### src/rtl/rr_arb16.sv
// rtl/rr_arb16.sv - 16-way round-robin arbiter driving a registered 16:1 mux select
// An owner keeps the mux until its request drops or MAX_HOLD cycles have elapsed.
module rr_arb16 #(
  parameter int unsigned MAX_HOLD = 8
) (
  input  logic        clk,
  input  logic        reset,
  input  logic [0:15] req,
  output logic [0:3]  sel,
  output logic [0:15] grant,
  output logic        valid,
  output logic [0:3]  ptr
);

  typedef enum logic {
    IDLE = 1'b0,
    BUSY = 1'b1
  } state_t;

  localparam logic [7:0] HOLD_LAST = 8'(MAX_HOLD - 1);

  state_t      r_state;
  state_t      w_state_nxt;
  logic [3:0]  r_sel;
  logic [3:0]  w_sel_nxt;
  logic [3:0]  r_ptr;
  logic [3:0]  w_ptr_nxt;
  logic [0:15] r_grant;
  logic [0:15] w_grant_nxt;
  logic        r_valid;
  logic        w_valid_nxt;
  logic [7:0]  r_hold;
  logic [7:0]  w_hold_nxt;
  logic        w_release;
  logic [3:0]  w_base;
  logic [4:0]  w_pick;

  // Returns {found, index} of the first set bit scanning base, base+1, ... mod 16.
  function automatic logic [4:0] rr_pick(input logic [0:15] r, input logic [3:0] base);
    logic [3:0] idx;
    rr_pick = 5'd0;
    for (int i = 15; i >= 0; i--) begin
      idx = base + 4'(i);
      if (r[idx]) rr_pick = {1'b1, idx};
    end
  endfunction

  assign w_release = (r_state == BUSY) && (!req[r_sel] || (r_hold == HOLD_LAST));
  // On release the search starts just past the departing owner, so it is picked only when alone.
  assign w_base    = (r_state == BUSY) ? (r_sel + 4'd1) : r_ptr;
  assign w_pick    = rr_pick(req, w_base);

  always_comb begin
    w_state_nxt = r_state;
    w_sel_nxt   = r_sel;
    w_ptr_nxt   = r_ptr;
    w_grant_nxt = r_grant;
    w_valid_nxt = r_valid;
    w_hold_nxt  = r_hold;
    case (r_state)
      IDLE: begin
        w_grant_nxt = '0;
        w_valid_nxt = 1'b0;
        if (w_pick[4]) begin
          w_state_nxt              = BUSY;
          w_sel_nxt                = w_pick[3:0];
          w_grant_nxt[w_pick[3:0]] = 1'b1;
          w_valid_nxt              = 1'b1;
          w_hold_nxt               = 8'd0;
        end
      end
      BUSY: begin
        if (w_release) begin
          w_ptr_nxt   = w_base;
          w_grant_nxt = '0;
          if (w_pick[4]) begin
            w_sel_nxt                = w_pick[3:0];
            w_grant_nxt[w_pick[3:0]] = 1'b1;
            w_valid_nxt              = 1'b1;
            w_hold_nxt               = 8'd0;
          end else begin
            w_state_nxt = IDLE;
            w_valid_nxt = 1'b0;
          end
        end else if (r_hold != 8'hFF) begin
          w_hold_nxt = r_hold + 8'd1;
        end
      end
      default: begin
        w_state_nxt = IDLE;
        w_grant_nxt = '0;
        w_valid_nxt = 1'b0;
      end
    endcase
  end

  always_ff @(posedge clk or posedge reset) begin
    if (reset) begin
      r_state <= IDLE;
      r_sel   <= 4'd0;
      r_ptr   <= 4'd0;
      r_grant <= '0;
      r_valid <= 1'b0;
      r_hold  <= 8'd0;
    end else begin
      r_state <= w_state_nxt;
      r_sel   <= w_sel_nxt;
      r_ptr   <= w_ptr_nxt;
      r_grant <= w_grant_nxt;
      r_valid <= w_valid_nxt;
      r_hold  <= w_hold_nxt;
    end
  end

  assign sel   = r_sel;
  assign grant = r_grant;
  assign valid = r_valid;
  assign ptr   = r_ptr;

endmodule

### config.mk
export PLATFORM = sky130hd
export DESIGN_NAME = rr_arb16
export DESIGN_NICKNAME = d
export VERILOG_FILES = /design/src/rtl/rr_arb16.sv
export SDC_FILE = /design/constraint.sdc
export NUM_CORES = 1
export LEC_CHECK = 0
export CORE_MARGIN = 4
export CORE_UTILIZATION = 47
export CTS_CLUSTER_DIAMETER = 30
export CTS_CLUSTER_SIZE = 8
export DETAILED_ROUTE_END_ITERATION = 8
export PLACE_DENSITY = 0.68
export SLEW_MARGIN = 20
export SYNTH_ARGS = -nofsm -noshare
export SYNTH_HDL_FRONTEND = slang
export SYNTH_SLANG_ARGS = --single-unit
export TNS_END_PERCENT = 30
### constraint.sdc
create_clock -name clk -period 8.1 [get_ports clk]
set_clock_uncertainty 0.05 [all_clocks]
set_input_delay 1.215 -clock clk [delete_from_list [all_inputs] [get_ports clk]]
set_output_delay 1.215 -clock clk [all_outputs]
set_load 0.02 [all_outputs]
==> results by group <==
Floorplanning
  • Total I/O pin count: 43
  • Horizontal die dimension: around 100 um
  • Standard-cell row count: 35
  • Effective utilization at floorplan: between 40% and 50%
  • Core area: 0.00920 sq mm
  • Die Y: 105 um
  • Die Area: roughly 0.011 sq mm

Setup path
  • Nature of the critical path startpoint: register
  • Worst EP required: ~8 ns
  • Critical path origin: sel[3]$_DFFE_PP0P_
  • Endpoint type of the worst setup path: register
  • Critical R2R Capture: grant[10]$_DFFE_PP0P_
  • Worst reg-to-reg path cell count: 13
  • Data arrival at the endpoint of the critical path: roughly 6.0 ns
  • R2R Path Start: sel[3]$_DFFE_PP0P_
  • Maximum fanout encountered on the critical timing path: 33
  • Slack of the worst reg-to-reg path: approximately 2.3 ns
  • Crit path kind: register to register

Cells and area
  • Diodes inserted: 0
  • Ratio of cells with drive above 1 in the final layout: approximately 15%
  • End-of-flow core utilization: a little over half
  • Total number of nets in the final design: 564
  • Most frequent standard cell in the layout excluding fill and tap cells: sky130_fd_sc_hd__nand2_1
  • Final instance count without filler cells: 651
  • Layout Area Growth over Synthesis: 13.1%
  • Highest-count cells in the layout ignoring fill and taps: sky130_fd_sc_hd__nand2_1 (66), sky130_fd_sc_hd__clkdlybuf4s50_1 (42), sky130_fd_sc_hd__mux2i_1 (36)

Timing
  • Maximum achievable frequency: between 0.15 and 0.2 GHz
  • Setup repair after global routing missed its margin: no
  • Worst Hold Margin: ~0.43 ns
  • Crit path time final: about 5.8 ns
  • Slew headroom: roughly 41%
  • Actual transition at the worst max-transition pin: slightly below 0.9 ns
  • Final hold viol count: 0
  • Final-layout setup total negative slack: 0 ns
  • Final worst-path cycle share: 71.8%
  • Number of max-slew violations in the final report: 0
  • Setup Viol. Count Final: 0

Clock network
  • Number of clock sinks: 34
  • Setup fix buffers added after clock tree synthesis: 0
  • CTS tree: yes
  • CTS clock-pin slew for the worst setup and hold paths: roughly 0.08 ns
  • Gates resized, CTS repair: 0
  • Number of buffers created by CTS: 5
  • Post-CTS Hold Fix Bufs: 0
  • Buffers from clock root to sink, at most: 2
  • Worst-skew pair later-pin latency: slightly below 0.3 ns
  • H-Tree Depth: 2
  • Library cell used as clock root buffer: sky130_fd_sc_hd__clkbuf_8

Yosys
  • Combined area of all synthesized cells: between 0.004 and 0.005 sq mm
  • Synthesized area per cell: 8.60 sq um
  • Ys Warns: 0
  • FF+latch count, synth: 34
  • EDFF count, synth: 0
  • Synth unique cells: between 70 and 80
  • Syn Nets: ~540
  • Prevailing post-synth register cell: sky130_fd_sc_hd__dfrtp_1
  • Share of flip-flops with an asynchronous set or reset after synthesis: 100%
  • Sequential fraction of the synthesis area: about 19%
  • Count of mapped cells out of synthesis: ~510

Route
  • Count of vias placed by the detailed router: 4425
  • Per-cell via count in the routed design: just under 7
  • Number of iterations in the first detailed-routing pass: 5
  • Final Routed Wirelength: between 10000 and 15000 um
  • Count of nets left with antenna violations after detail routing: 0
  • Number of remaining DRC errors: 0
  • Wire length per cell: ~22 um
  • Number of DRC markers after the initial detailed-route iteration: between 400 and 500

Global routing
  • Overall fraction of global-route tracks in use: between 20 and 30%
  • Wire length of the first global-routing pass: about 23000 um
  • Number of antenna violations at the first check in global routing: 0
  • Pin count of the biggest net entering global routing: 35
  • Total congestion overflow: 0
  • Number of global-route vias before repair: 4145

Flow run
  • Maximum Capacitance Violations: 0

Run status
  • Status: finished clean

Min path
  • Worst hold path class: register to register
  • Min-Delay Endpoint: grant[1]$_DFFE_PP0P_
  • Critical hold path startpoint: grant[1]$_DFFE_PP0P_
  • Hold-critical path depth: 2

Placement
  • Number of buffers added on ports: 42
  • Instance count after placement with tap cells included: approximately 640
  • Detailed-placement wirelength estimate: 10700 um
  • Weighted congestion reported at the end of routability-driven placement: 1.04
==> worst max-delay path: stages (launching register included) <==
cell	delay [ns]
sky130_fd_sc_hd__dfrtp_1	0.60
sky130_fd_sc_hd__ha_1	0.37
sky130_fd_sc_hd__mux2i_4	0.15
sky130_fd_sc_hd__buf_4	0.39
sky130_fd_sc_hd__inv_1	0.39
sky130_fd_sc_hd__ha_1	0.36
sky130_fd_sc_hd__xnor2_2	0.57
sky130_fd_sc_hd__mux4_2	0.66
sky130_fd_sc_hd__o21a_1	0.28
sky130_fd_sc_hd__nand4b_1	0.18
sky130_fd_sc_hd__nor4_2	0.09
sky130_fd_sc_hd__nor2_1	0.59
sky130_fd_sc_hd__or4b_1	0.72
sky130_fd_sc_hd__o31ai_2	0.29
==> cell families after synthesis <==
kind of cell,after synthesis,synth area share (%)
AOI/OAI and AO/OA,151,25.0
xor gates and xnor gates,15,3.50
adders and majority gates,7,1.99
buffers and inverters,42,5.03
DFF,34,19.3
muxes,76,23.6
and+or+nand+nor,187,21.5
==> Yosys cell counts (all sizes together), types with 2 or more instances <==
master	number	area share, %
a211oi	10	1.9
a21o	5	1.0
a21oi	31	3.6
a221o	2	0.45
a22o	4	0.80
a22oi	3	0.51
a2bb2oi	2	0.40
a31o	6	1.2
a31oi	3	0.43
and2	8	1.1
and3	13	2.0
buf	16	2.7
clkbuf	9	0.77
dfrtp	34	19
ha	7	2.0
inv	17	1.6
mux2	18	4.7
mux2i	41	10
mux4	17	8.8
nand2	66	5.6
nand2b	10	1.4
nand3	18	2.0
nand4	7	0.99
nor2	35	3.6
nor2b	8	1.5
nor3	12	1.4
nor3b	2	0.34
o2111ai	3	0.60
o211a	2	0.45
o211ai	12	2.2
o21a	4	0.68
o21ai	28	3.2
o21ba	3	0.68
o22ai	3	0.43
o31ai	20	4.4
or4	2	0.34
xnor2	15	3.5
==> per-stage QoR <==
stage | setup WS (ns) | cell area, sq um
global route | 1.88 | 4980
floorplan | 3.39 | 4400
CTS | 2.35 | 4980
finish | 2.29 | 4980
global placement | 2.51 | 4840
detailed placement | 2.38 | 4840
==> sequential cells by signal, summed over array words and instances, names as in the netlist <==
name     count
ptr          4
sel          4
grant       16
r_state      1
r_hold       8
valid        1
==> worst max-delay path by stage <==
stage	slack, ns	to
3_5_place_dp	2.38	grant[10]$_DFFE_PP0P_
2_1_floorplan	3.39	sel[2]$_DFFE_PP0P_
3_3_place_gp	2.51	grant[0]$_DFFE_PP0P_
4_1_cts	2.35	grant[10]$_DFFE_PP0P_
5_1_grt	1.88	grant[2]$_DFFE_PP0P_
6_report	2.29	grant[10]$_DFFE_PP0P_
==> per-layer routing <==
| layer | vias up | GRT usage, % | part of all wire (%) |
|---|---|---|---|
| met2 | 270 | 38.6 | 45 |
| met5 | - | 0 | 0 |
| met3 | 46 | 3.58 | 8.9 |
| met1 | 2106 | 36.1 | 42 |
| met4 | 0 | 9.75 | 3.8 |
| li1 | 2003 | - | - |
==> cell type report <==
class	instances	area, sq um
Inverter	17	68.8
Sequential cell	34	851
Timing Repair Buffer	45	443
Clock buffer	5	68.8
Tap cell	111	139
Clock inverter	3	68.8
Fill cell	804	4220
Multi-Input combinational cell	436	3340
Power is not shown: default switching activity piles up to over one toggle a cycle in this logic, so the estimate is an artifact.
